### src/rtl/rst_seq_ctrl_pkg.sv
// Shared definitions for the reset sequencer: state encoding and index sizing.
// Imported by the sequencer top and its gap timer.
package rst_seq_pkg;

  localparam logic [1:0] ST_SYNC_WAIT = 2'd0;
  localparam logic [1:0] ST_SW_HOLD   = 2'd1;
  localparam logic [1:0] ST_GAP       = 2'd2;
  localparam logic [1:0] ST_DONE      = 2'd3;

  typedef enum logic [1:0] {
    SYNC_WAIT = ST_SYNC_WAIT,
    SW_HOLD   = ST_SW_HOLD,
    GAP       = ST_GAP,
    DONE      = ST_DONE
  } seq_state_e;

  // A single domain still needs a 1-bit index register.
  function automatic int idx_width(input int n);
    return (n > 1) ? $clog2(n) : 1;
  endfunction

endpackage

### src/rtl/rst_seq_ctrl_if.sv
// Software/system-facing signals of the reset sequencer.
// The controller uses the slave modport; the system side uses master.
interface rst_seq_ctrl_if #(
  parameter int NUM_DOMAINS = 4,
  parameter int CNT_WIDTH   = 8
);

  logic                   SW_RST_REQ;
  logic [CNT_WIDTH-1:0]   HOLD_CYCLES;
  logic [NUM_DOMAINS-1:0] DOMAIN_RST_N;
  logic                   SEQ_DONE;
  logic                   SW_RST_ACK;

  modport master (
    output SW_RST_REQ,
    output HOLD_CYCLES,
    input  DOMAIN_RST_N,
    input  SEQ_DONE,
    input  SW_RST_ACK
  );

  modport slave (
    input  SW_RST_REQ,
    input  HOLD_CYCLES,
    output DOMAIN_RST_N,
    output SEQ_DONE,
    output SW_RST_ACK
  );

endinterface

### src/rtl/rst_seq_ctrl_gap_timer.sv
// Loadable down-counter shared by the software hold and the inter-release gaps.
// Load wins over enable; the count parks at zero.
module rst_gap_timer
  import rst_seq_pkg::*;
#(
  parameter int CNT_WIDTH = 8
) (
  input  logic                 CLK,
  input  logic                 RST,
  input  logic                 load,
  input  logic                 en,
  input  logic [CNT_WIDTH-1:0] load_val,
  output logic                 zero
);

  logic [CNT_WIDTH-1:0] count_q;

  always_ff @(posedge CLK or negedge RST) begin
    if (!RST) begin
      count_q <= '0;
    end else if (load) begin
      count_q <= load_val;
    end else if (en && (count_q != '0)) begin
      count_q <= count_q - 1'b1;
    end
  end

  assign zero = (count_q == '0);

endmodule

### src/rtl/rst_seq_ctrl.sv
// Reset sequencer: synchronizes board reset release, then releases one
// active-low reset per domain in order, spaced by HOLD_CYCLES+1 cycles.
module rst_seq_ctrl
  import rst_seq_pkg::*;
#(
  parameter int NUM_DOMAINS = 4,
  parameter int CNT_WIDTH   = 8,
  parameter int SYNC_STAGES = 2
) (
  input  logic          RST,
  input  logic          CLK,
  rst_seq_ctrl_if.slave bus
);

  localparam int               IDX_W    = idx_width(NUM_DOMAINS);
  localparam logic [IDX_W-1:0] LAST_IDX = IDX_W'(NUM_DOMAINS - 1);

  seq_state_e             state_q, state_d;
  logic [IDX_W-1:0]       idx_q, idx_d;
  logic [NUM_DOMAINS-1:0] dom_q, dom_d;
  logic                   done_q, done_d;
  logic                   ack_q, ack_d;
  logic                   tmr_load, tmr_en, tmr_zero;
  logic [SYNC_STAGES-2:0] sync_q;
  logic                   rst_ok;

  // The state flop leaving SYNC_WAIT is the last stage of the release synchronizer.
  always_ff @(posedge CLK or negedge RST) begin
    if (!RST) begin
      sync_q <= '0;
    end else begin
      sync_q[0] <= 1'b1;
      for (int i = 1; i < SYNC_STAGES - 1; i++) begin
        sync_q[i] <= sync_q[i-1];
      end
    end
  end

  assign rst_ok = sync_q[SYNC_STAGES-2];

  rst_gap_timer #(
    .CNT_WIDTH (CNT_WIDTH)
  ) u_gap_timer (
    .CLK      (CLK),
    .RST      (RST),
    .load     (tmr_load),
    .en       (tmr_en),
    .load_val (bus.HOLD_CYCLES),
    .zero     (tmr_zero)
  );

  always_ff @(posedge CLK or negedge RST) begin
    if (!RST) begin
      state_q <= SYNC_WAIT;
      idx_q   <= '0;
      dom_q   <= '0;
      done_q  <= 1'b0;
      ack_q   <= 1'b0;
    end else begin
      state_q <= state_d;
      idx_q   <= idx_d;
      dom_q   <= dom_d;
      done_q  <= done_d;
      ack_q   <= ack_d;
    end
  end

  always_comb begin
    state_d  = state_q;
    idx_d    = idx_q;
    dom_d    = dom_q;
    ack_d    = 1'b0;
    tmr_load = 1'b0;
    tmr_en   = 1'b0;

    case (state_q)
      SYNC_WAIT: begin
        if (rst_ok) begin
          state_d  = GAP;
          idx_d    = '0;
          tmr_load = 1'b1;
        end
      end
      SW_HOLD: begin
        if (tmr_zero) begin
          state_d  = GAP;
          idx_d    = '0;
          tmr_load = 1'b1;
        end else begin
          tmr_en = 1'b1;
        end
      end
      GAP: begin
        if (tmr_zero) begin
          dom_d[idx_q] = 1'b1;
          if (idx_q == LAST_IDX) begin
            state_d = DONE;
          end else begin
            idx_d    = idx_q + 1'b1;
            tmr_load = 1'b1;
          end
        end else begin
          tmr_en = 1'b1;
        end
      end
      DONE: begin
        state_d = DONE;
      end
      default: begin
        state_d = SYNC_WAIT;
      end
    endcase

    // An accepted software request overrides whatever the sequence was doing.
    if (bus.SW_RST_REQ && (state_q != SYNC_WAIT)) begin
      state_d  = SW_HOLD;
      idx_d    = '0;
      dom_d    = '0;
      ack_d    = 1'b1;
      tmr_load = 1'b1;
      tmr_en   = 1'b0;
    end

    done_d = (state_q == DONE) && !ack_d;
  end

  assign bus.DOMAIN_RST_N = dom_q;
  assign bus.SEQ_DONE     = done_q;
  assign bus.SW_RST_ACK   = ack_q;

endmodule

### src/flat_wrapper.sv
// flat-port wrapper written by rule: the top's interface ports become plain ports
module rst_seq_ctrl_flat import rst_seq_pkg::*;
#(
  parameter int NUM_DOMAINS = 4,
  parameter int CNT_WIDTH   = 8,
  parameter int SYNC_STAGES = 2
)
  (RST, CLK, bus_SW_RST_REQ, bus_HOLD_CYCLES, bus_DOMAIN_RST_N, bus_SEQ_DONE, bus_SW_RST_ACK);
  rst_seq_ctrl_if #(.NUM_DOMAINS(NUM_DOMAINS), .CNT_WIDTH(CNT_WIDTH)) bus_i ();
  input  logic RST;
  input  logic CLK;
  input wire logic [$bits(bus_i.SW_RST_REQ)-1:0] bus_SW_RST_REQ;
  input wire logic [$bits(bus_i.HOLD_CYCLES)-1:0] bus_HOLD_CYCLES;
  output wire logic [$bits(bus_i.DOMAIN_RST_N)-1:0] bus_DOMAIN_RST_N;
  output wire logic [$bits(bus_i.SEQ_DONE)-1:0] bus_SEQ_DONE;
  output wire logic [$bits(bus_i.SW_RST_ACK)-1:0] bus_SW_RST_ACK;
  assign bus_i.SW_RST_REQ = bus_SW_RST_REQ;
  assign bus_i.HOLD_CYCLES = bus_HOLD_CYCLES;
  assign bus_DOMAIN_RST_N = bus_i.DOMAIN_RST_N;
  assign bus_SEQ_DONE = bus_i.SEQ_DONE;
  assign bus_SW_RST_ACK = bus_i.SW_RST_ACK;
  rst_seq_ctrl #(.NUM_DOMAINS(NUM_DOMAINS), .CNT_WIDTH(CNT_WIDTH), .SYNC_STAGES(SYNC_STAGES)) u_core (.RST(RST), .CLK(CLK), .bus(bus_i));
endmodule
### config.mk
export PLATFORM = sky130hd
export DESIGN_NAME = rst_seq_ctrl_flat
export DESIGN_NICKNAME = d
export VERILOG_FILES = /design/src/rtl/rst_seq_ctrl_pkg.sv /design/src/rtl/rst_seq_ctrl_if.sv /design/src/rtl/rst_seq_ctrl_gap_timer.sv /design/src/rtl/rst_seq_ctrl.sv /design/src/flat_wrapper.sv
export SDC_FILE = /design/constraint.sdc
export NUM_CORES = 1
export LEC_CHECK = 0
export CAP_MARGIN = 20
export CORE_MARGIN = 2
export CORE_UTILIZATION = 45
export DETAILED_ROUTE_END_ITERATION = 10
export PLACE_DENSITY = 0.69
export SKIP_CTS_REPAIR_TIMING = 1
export SYNTH_ARGS = -nofsm -noshare
export SYNTH_HDL_FRONTEND = slang
export SYNTH_SLANG_ARGS = --single-unit
### constraint.sdc
create_clock -name CLK -period 3.1 [get_ports CLK]
set_input_delay 0.62 -clock CLK [delete_from_list [all_inputs] [get_ports CLK]]
set_output_delay 0.62 -clock CLK [all_outputs]
set_load 0.02 [all_outputs]
---- Yosys cells after proc, flatten, opt, wreduce, memory -nomap -nowiden ----
Cells that the tools add are included.
word-level totals
  output and inout port bits .............. 6
  input bits .............................. 11
  flip-flop bits (word level) ............. 19
cells by class
  reduce and logical (&&, ||, !) cells .... 17
  $lt $le $gt $ge ......................... 2
  equality and inequality tests ........... 9
  bitwise logic cells ..................... 1
  muxes and demuxes ....................... 29
  add/sub/neg operators ................... 2
operators with widths
  cell                                                                                 count
  2-bit 2-to-1 mux                                                                     10
  8-bit 2-to-1 mux                                                                     2
  4-bit 2-to-1 mux                                                                     3
  3-bit by 1-bit inequality test with 1-bit output, second input constant              4
  1-bit 2-to-1 mux                                                                     10
  8-bit logical NOT                                                                    1
  2-bit one-hot mux with 4 select lines                                                1
  2-bit nonzero test                                                                   4
  8-bit nonzero test                                                                   1
  8-bit by 1-bit subtractor with 8-bit output, second input constant                   1
  2-bit equality test, second input constant                                           3
  2-bit one-hot mux with 3 select lines                                                1
  5-bit AND reduction                                                                  1
  1-bit logical AND                                                                    4
  4-bit OR                                                                             1
  4-bit AND reduction                                                                  1
  4-bit nonzero test                                                                   1
  2-bit by 3-bit less-than comparator with 1-bit output, second input constant         1
  3-bit inequality test, second input constant                                         1
  1-bit one-hot mux with 3 select lines                                                1
  2-bit by 1-bit adder with 2-bit output, second input constant                        1
  1-bit demux with 2-bit select                                                        1
  2-bit by 1-bit equality test with 1-bit output, second input constant                1
  2-bit by 1-bit greater-or-equal comparator with 1-bit output, second input constant  1
  other kinds (4)                                                                      4

---- Logic depth before layout (Yosys ltp) ----
Gate-level depths: netlist of run 1.
  word-level depth ........................ 8
  depth in mapped cells ................... 9

---- Hierarchy ----
Synthesis of run 1 repeated with hierarchy kept, for this count alone.
second synthesis, totals
  cell total of the unflattened synthesis .. 125
  area, all modules ....................... 1207.4 um2
modules (own cells, without submodules)
  module         area each (um2)  cells an instance  instances  seq. area each (um2)
  rst_seq_ctrl   631.9            57                 1          275.3
  rst_gap_timer  575.6            68                 1          200.2

---- Worst setup path before layout of run 1 ----
No wires, ideal clock.
  kind .................................... register to register
  start point ............................. register u_core.u_gap_timer.count_q[0]
  end point ............................... register u_core.u_gap_timer.count_q[0]
  cell stages (with the launch flop) ...... 9
  clock period less this slack ............ 2.251 ns
  slack ................................... 0.849 ns
  arrival time ............................ 2.126 ns
  cell sequence ........................... dfrtp_1 -> inv_1 -> ha_1 -> or3b_2 -> clkbuf_1 -> a2111o_1 -> and2_1 -> buf_6 -> mux2_4
between the ends
  cells in the longest elaborated chain, start to end .. 6
  elaborated cells between the ends (all ways) .. 14
  classes of those cells .................. add/sub (1); mux (9); reduce/logical (4)
RTL lines
  item                                                                                 RTL line                      text
  start, declared                                                                      rst_seq_ctrl_gap_timer.sv:16  logic [CNT_WIDTH-1:0] count_q;
  start signal, assigned                                                               rst_seq_ctrl_gap_timer.sv:22  count_q <= load_val;
  start signal, assigned                                                               rst_seq_ctrl_gap_timer.sv:24  count_q <= count_q - 1'b1;
  branches (longest 6 deep; another with 8-bit by 1-bit subtractor with 8-bit output)  --
Parallel ways; which one is timed is not known. The select of a mux whose other input is x is not followed.
A chain may end at the register's enable or synchronous reset.

---- Worst setup path after layout of run 1 ----
  start point ............................. register u_core.state_q[0]
  end point ............................... register u_core.u_gap_timer.count_q[0]
between the ends
  cells in the longest elaborated chain, start to end .. 6
  elaborated cells between the ends (all ways) .. 13
  classes of those cells .................. eq/ne (2); mux (5); reduce/logical (6)
RTL lines
  item                                                                                   RTL line                      text
  start, declared                                                                        rst_seq_ctrl.sv:18            seq_state_e state_q, state_d;
  start signal, assigned                                                                 rst_seq_ctrl.sv:60            state_q <= state_d;
  2-bit by 1-bit equality test with 1-bit output or 2-bit equality test (tied branches)  rst_seq_ctrl.sv:76            case (state_q)
  2-bit OR reduction (no line)                                                           --
  1-bit 2-to-1 mux                                                                       --
  1-bit 2-to-1 mux                                                                       rst_seq_ctrl.sv:115           if (bus.SW_RST_REQ && (state_q != SYNC_WAIT)) begin
  1-bit logical AND                                                                      rst_seq_ctrl_gap_timer.sv:23  end else if (en && (count_q != '0)) begin
  2-bit nonzero test (no line)                                                           --
Parallel ways exist; a longest one is shown, timed or not.

==> flow_metrics.env, run 1 <==
export IMPL_power_switching_uw=440.1
export IMPL_grt_use_total_pct=15.68
export IMPL_syn_num_nets=139
export IMPL_r2r_slack_ps=610
export IMPL_first_pass_iters=4
export IMPL_clkLatencyLatePin_ps=300
export IMPL_synth_cells=117
export IMPL_seqPwrFrac_pct=37.6
export IMPL_wl_um=2201
export IMPL_holdWs_ps=508.7
export IMPL_grt_overflow=0
export IMPL_htreeDepth=1
export IMPL_io_pins=17
export IMPL_irDropWorstVdd_uv=461.9
export IMPL_leakagePower_uw=0.0005870
export IMPL_intPower_uw=640.9
export IMPL_die_y_um=55.37
export IMPL_port_buffers=16
export IMPL_final_util_pct=55.36
export IMPL_max_freq_ghz=0.4018
export IMPL_place_congestion=0.7685
export IMPL_r2r_cells=7
export IMPL_min_period_over_period_pct=80.28
export IMPL_cp_max_fo=10
export IMPL_antenna_found_initial=0
export IMPL_synth_seq_cells=19
export IMPL_start_util_pct=47.50
export IMPL_clockPowerShare_pct=11.7
export IMPL_startpoint_type="flop"
export IMPL_ys_warn_count=0
export IMPL_layout_common_cells="19 x dfrtp_1, 16 x clkdlybuf4s50_1, 11 x ha_1"
export IMPL_grt_max_degree=20
export IMPL_min_to="u_core.bus.DOMAIN_RST_N[3]"
export IMPL_synth_avg_cell_area_um2=10.15
export IMPL_clkSinkCount=19
export IMPL_r2r_end="u_core.u_gap_timer.count_q[0]"
export IMPL_rsz0062_at_grt="false"
export IMPL_synth_edf_count=0
export IMPL_synth_ff_type="dfrtp_1"
export IMPL_first_global_vias=872
export IMPL_setup_viol=0
export IMPL_drive_gt1_share_pct=9.774
export IMPL_fin_setup_tns_ps=0
export IMPL_status="completed"
export IMPL_synth_top_area_share_pct=40.04
export IMPL_final_common_cell="dfrtp_1"
export IMPL_cts_buffers=3
export IMPL_pwr_share_comb_pct=50.6
export IMPL_avgRoutedWirePerCell_um=13.50
export IMPL_die_w_um=55.37
export IMPL_slew_violations=0
export IMPL_worstHoldPathCells=2
export IMPL_max_cap_violations=0
export IMPL_r2r_start="u_core.state_q[0]"
export IMPL_vias=927
export IMPL_grt_pass1_wl_um=3905
export IMPL_period_needed_ps=2489
export IMPL_diodes=0
export IMPL_hold_viol=0
export IMPL_synth_area_leaders="dfrtp_1 40%, ha_1 12%, mux2_4 5.1%"
export IMPL_cts_clk_slew_worst_paths_ps=100
export IMPL_drc=0
export IMPL_yosysSeqAreaShare_pct=40.04
export IMPL_fin_nets=156
export IMPL_first_iter_violations=22
export IMPL_critPathArrivalTime_ps=2690
export IMPL_async_flop_share_pct=100.0
export IMPL_p_sw_share_pct=40.72
export IMPL_ctsLongestPathBuffers=2
export IMPL_synthesis_area_um2=1187
export IMPL_viasPerCell=5.687
export IMPL_core_region_area_um2=2500
export IMPL_critPathRequiredTime_ps=3300
export IMPL_yosysUniqueCellTypes=35
export IMPL_tritoncts="built"
export IMPL_synth_largest_area_cell="dfrtp_1"
export IMPL_maxSlewHeadroom_pct=46.29
export IMPL_rows=18
export IMPL_min_path_type="reg -> reg"
export IMPL_hpwlAfterDp_um=1747
export IMPL_area_delta_synth_final_pct=16.54
export IMPL_ant_nets=0
export IMPL_min_from="u_core.bus.DOMAIN_RST_N[3]"
export IMPL_die_area_um2=3065
export IMPL_tightest_slew_ps=803.1
export IMPL_cts_root_buffer="clkbuf_4"
export IMPL_crit_type="reg -> reg"
export IMPL_worst_clock_skew_ps=0.8896
export IMPL_power_density_nw_per_um2=781.2
export IMPL_setup_worst_path_end_class="flop"
==> per-layer routing <==
metal,part of all wire [%],vias to the layer above,track usage (%)
li1,-,459,-
met1,47,439,22.30
met2,46,27,23.30
met3,5.1,2,3.747
met4,1.4,0,5.226
met5,0,-,0
==> worst max-delay path, stage by stage (launching register included) <==
cell and delay [ps]:
dfrtp_1 430, inv_1 110, ha_1 230, nand2b_1 320
clkinv_1 300, a31oi_1 250, and2_1 400, mux2_4 330
==> stage by stage <==
stage	setup WS (ps)	cells	total power (uW)	instance area [um^2]
floorplan	849.3	117	828.9	1187
global placement	420.6	159	930.9	1358
detailed placement	348.2	159	961.8	1358
CTS	580.3	163	1088	1384
global route	343.8	163	1177	1384
finish	611.2	163	1081	1384
==> cells in the mapped netlist (all sizes together), types with 3 or more instances <==
master  instances
nor2            7
ha             11
dfrtp          19
inv             8
buf             3
or4             3
xnor2           3
o31ai           3
nand2           5
a21oi           7
mux2            4
or3             4
nor3            3
o21ai           3
nand2b          3
a31oi           9
==> registers in the layout, indices dropped and copies added, names as in the netlist <==
register,count
u_core.bus.DOMAIN_RST_N,4
u_core.bus.SW_RST_ACK,1
u_core.state_q,2
u_core.u_gap_timer.count_q,8
u_core.rst_ok,1
u_core.idx_q,2
u_core.bus.SEQ_DONE,1
==> power groups by stage <==
stage | clock network, uW | logic (uW) | registers [uW]
after floorplan | 0 | 424 | 405
after global placement | 0 | 525 | 406
after detailed placement | 0 | 549 | 413
after CTS | 130 | 550 | 408
after global routing | 138 | 616 | 422
final | 127 | 547 | 407
==> cell families after synthesis <==
kind of cell    synth area share [%]
compound gates                 18.54
simple gates                   14.75
flops                          40.04
buf+inv                        5.795
fa+ha+maj                      11.59
mux                            6.744
xor+xnor                       2.213
other cells                   0.3158
==> layout make-up <==
cell class | instances | area [um^2]
Multi-Input combinational cell | 84 | 643.1
Timing Repair Buffer | 17 | 167.7
Clock buffer | 4 | 26.28
Sequential cell | 19 | 475.5
Inverter | 9 | 33.78
Tap cell | 30 | 37.54
Fill cell | 219 | 1116
==> how the worst max path moves through the flow <==
| stage | depth (start not counted) | startpoint | endpoint | slack (ps) |
|---|---|---|---|---|
| floorplan | 8 | u_core.u_gap_timer.count_q[0] | u_core.u_gap_timer.count_q[0] | 850 |
| global placement | 6 | bus_SW_RST_REQ | u_core.u_gap_timer.count_q[0] | 420 |
| detailed placement | 6 | bus_SW_RST_REQ | u_core.u_gap_timer.count_q[0] | 350 |
| CTS | 7 | u_core.state_q[0] | u_core.u_gap_timer.count_q[3] | 580 |
| global route | 7 | u_core.state_q[0] | u_core.u_gap_timer.count_q[3] | 340 |
| finish | 7 | u_core.state_q[0] | u_core.u_gap_timer.count_q[0] | 610 |
Power figures use the tool's default switching activity.
==> run 2: changes to the inputs <==
==> constraint.sdc (replaced) <==
create_clock -name CLK -period 2.5 [get_ports CLK]
set_input_delay 0.5 -clock CLK [delete_from_list [all_inputs] [get_ports CLK]]
set_output_delay 0.5 -clock CLK [all_outputs]
set_load 0.02 [all_outputs]
==> run 2 against run 1 <==
Die area did not move. Register-to-register slack got worse by 460 ps. Sequential power rose by 24%. Via count grew 3.6%. Critical endpoint is now u_core.u_gap_timer.count_q[2]. Highest routed layer unchanged.
==> flow_metrics.env, run 2 (synthesis gave the netlist of run 1 again) <==
export IMPL_cts_buffers=3
export IMPL_ctsLongestPathBuffers=2
export IMPL_max_freq_ghz=0.4266
export IMPL_area_delta_synth_final_pct=19.28
export IMPL_viasPerCell=5.749
export IMPL_nFillCells=210
export IMPL_grt_max_degree=20
export IMPL_leakagePower_uw=0.0006100
export IMPL_setup_viol=0
export IMPL_dpl_worst_slack_ps=157.4
export IMPL_irDropWorstVdd_uv=558.6
export IMPL_cts_clk_slew_worst_paths_ps=120
export IMPL_final_common_cell="dfrtp_1"
export IMPL_tritoncts="built"
export IMPL_startpoint_type="flop"
export IMPL_crit_chain="inv_1 > ha_1 > or3b_2 > a2111o_1 > and2_2 > mux2_4"
export IMPL_rsz0062_at_grt="false"
export IMPL_slew_violations=0
export IMPL_min_period_over_period_pct=93.77
export IMPL_die_y_um=55.37
export IMPL_critPathRequiredTime_ps=2700
export IMPL_rows=18
export IMPL_io_pins=17
export IMPL_wl_um=2323
export IMPL_r2r_cells=6
export IMPL_max_cap_violations=0
export IMPL_slowest_delay_ps=530
export IMPL_crit_type="reg -> reg"
export IMPL_vias=960
export IMPL_drc=0
export IMPL_cp_max_fo=8
export IMPL_r2r_slack_ps=160
export IMPL_startpoint="u_core.u_gap_timer.count_q[0]"
export IMPL_avgRoutedWirePerCell_um=13.91
export IMPL_hpwlAfterDp_um=1786
export IMPL_r2r_end="u_core.u_gap_timer.count_q[2]"
export IMPL_cts_root_buffer="clkbuf_4"
export IMPL_period_needed_ps=2344
export IMPL_setup_worst_path_end_class="flop"
export IMPL_min_path_type="in -> async"
export IMPL_place_congestion=0.7373
export IMPL_top_register="u_core.u_gap_timer.count_q"
export IMPL_regArea_um2=475.5
export IMPL_antenna_found_initial=0
export IMPL_fin_nets=160
export IMPL_die_w_um=55.37
export IMPL_ant_nets=0
export IMPL_hold_viol=0
export IMPL_grt_pass1_wl_um=4098
export IMPL_diodes=0
export IMPL_setup_ws_ps=155.7
export IMPL_drive_gt1_share_pct=13.87
export IMPL_htreeDepth=1
export IMPL_start_util_pct=47.50
export IMPL_first_global_vias=955
export IMPL_clkSinkCount=19
export IMPL_first_iter_violations=24
export IMPL_port_buffers=16
export IMPL_finalPower_uw=1377
export IMPL_status="completed"
export IMPL_first_pass_iters=4
export IMPL_cp_endpoint="u_core.u_gap_timer.count_q[2]"
export IMPL_finalInstanceArea_um2=1416
export IMPL_layout_common_cells="19 x dfrtp_1, 16 x clkdlybuf4s50_1, 11 x ha_1"
export IMPL_fin_setup_tns_ps=0
export IMPL_grt_overflow=0
export IMPL_slowest_stage="or3b_2"
export IMPL_grt_use_total_pct=16.48
export IMPL_critPathArrivalTime_ps=2540
export IMPL_largest_reg_flops=8
export IMPL_place_area_um2=1388
export IMPL_r2r_start="u_core.u_gap_timer.count_q[0]"
export IMPL_core_region_area_um2=2500
export IMPL_power_density_nw_per_um2=972.3
export IMPL_multi_input_area_um2=644.4
export IMPL_worst_clock_skew_ps=6.504
export IMPL_die_area_um2=3065
export IMPL_clkLatencyLatePin_ps=310
run 2: cell count changes in the layout (fill, tap and decap cells not counted):
cell	delta
and2_2	+1
clkbuf_1	-1
and2_1	-1
clkinv_2	+1
buf_4	+4
run 2: worst max-delay path: cells and delay by family, from the launching register on:
family	cells	cell delay [ps]
AOI/OAI and AO/OA	1	390
muxes	1	310
adders and majority gates	1	160
buffers and inverters	1	100
DFF	1	450
and+or+nand+nor	2	840
run 2: final cells by class:
| cell class | instances | share of cell area [%] |
|---|---|---|
| inverter | 9 | 2.385 |
| clock inverter | 1 | 0.3534 |
| sequential | 19 | 33.57 |
| clock buffer | 3 | 1.590 |
| multi-input combinational | 84 | 45.49 |
| timing repair buffer | 21 | 13.96 |
| tap | 30 | 2.650 |
run 2: how the worst min path moves through the flow:
stage,startpoint,to
after global placement,u_core.bus.DOMAIN_RST_N[2],u_core.bus.DOMAIN_RST_N[2]
after floorplan,RST,u_core.bus.DOMAIN_RST_N[0]
after detailed placement,u_core.bus.DOMAIN_RST_N[3],u_core.bus.DOMAIN_RST_N[3]
final,RST,u_core.bus.DOMAIN_RST_N[0]
after CTS,RST,u_core.bus.DOMAIN_RST_N[3]
after global routing,RST,u_core.bus.SW_RST_ACK
run 2: metrics by stage:
step | utilization (%) | cells | hold slack, ps
final | 56.66 | 167 | 505.1
after detailed placement | 55.51 | 163 | 489.7
after global routing | 56.66 | 167 | 533.8
after CTS | 56.61 | 167 | 517.4
after floorplan | - | 117 | 204.4
after global placement | 55.51 | 163 | 478.2
run 2: report_power, final:
part	internal [uW]	switching, uW
clock	59.7	105
combinational	344	362
sequential	406	100
total	810	567
run 2: metal layers:
metal | wire (um) | up-vias | global-route usage (%)
met3 | 129 | 4 | 3.747
met1 | 1087 | 459 | 22.22
met4 | 32 | 0 | 6.272
li1 | - | 465 | -
met2 | 1074 | 32 | 25.68
met5 | 0 | - | 0
==> run 3: changes to the inputs <==
--- a/config.mk
+++ b/config.mk
@@ -9,6 +9,7 @@
 export CORE_MARGIN = 2
 export CORE_UTILIZATION = 45
 export DETAILED_ROUTE_END_ITERATION = 10
+export GPL_ROUTABILITY_DRIVEN = 1
 export PLACE_DENSITY = 0.69
 export SKIP_CTS_REPAIR_TIMING = 1
 export SYNTH_ARGS = -nofsm -noshare
==> results of run 3 <==
Final layout, timing and power as in run 2 (identical DEF).
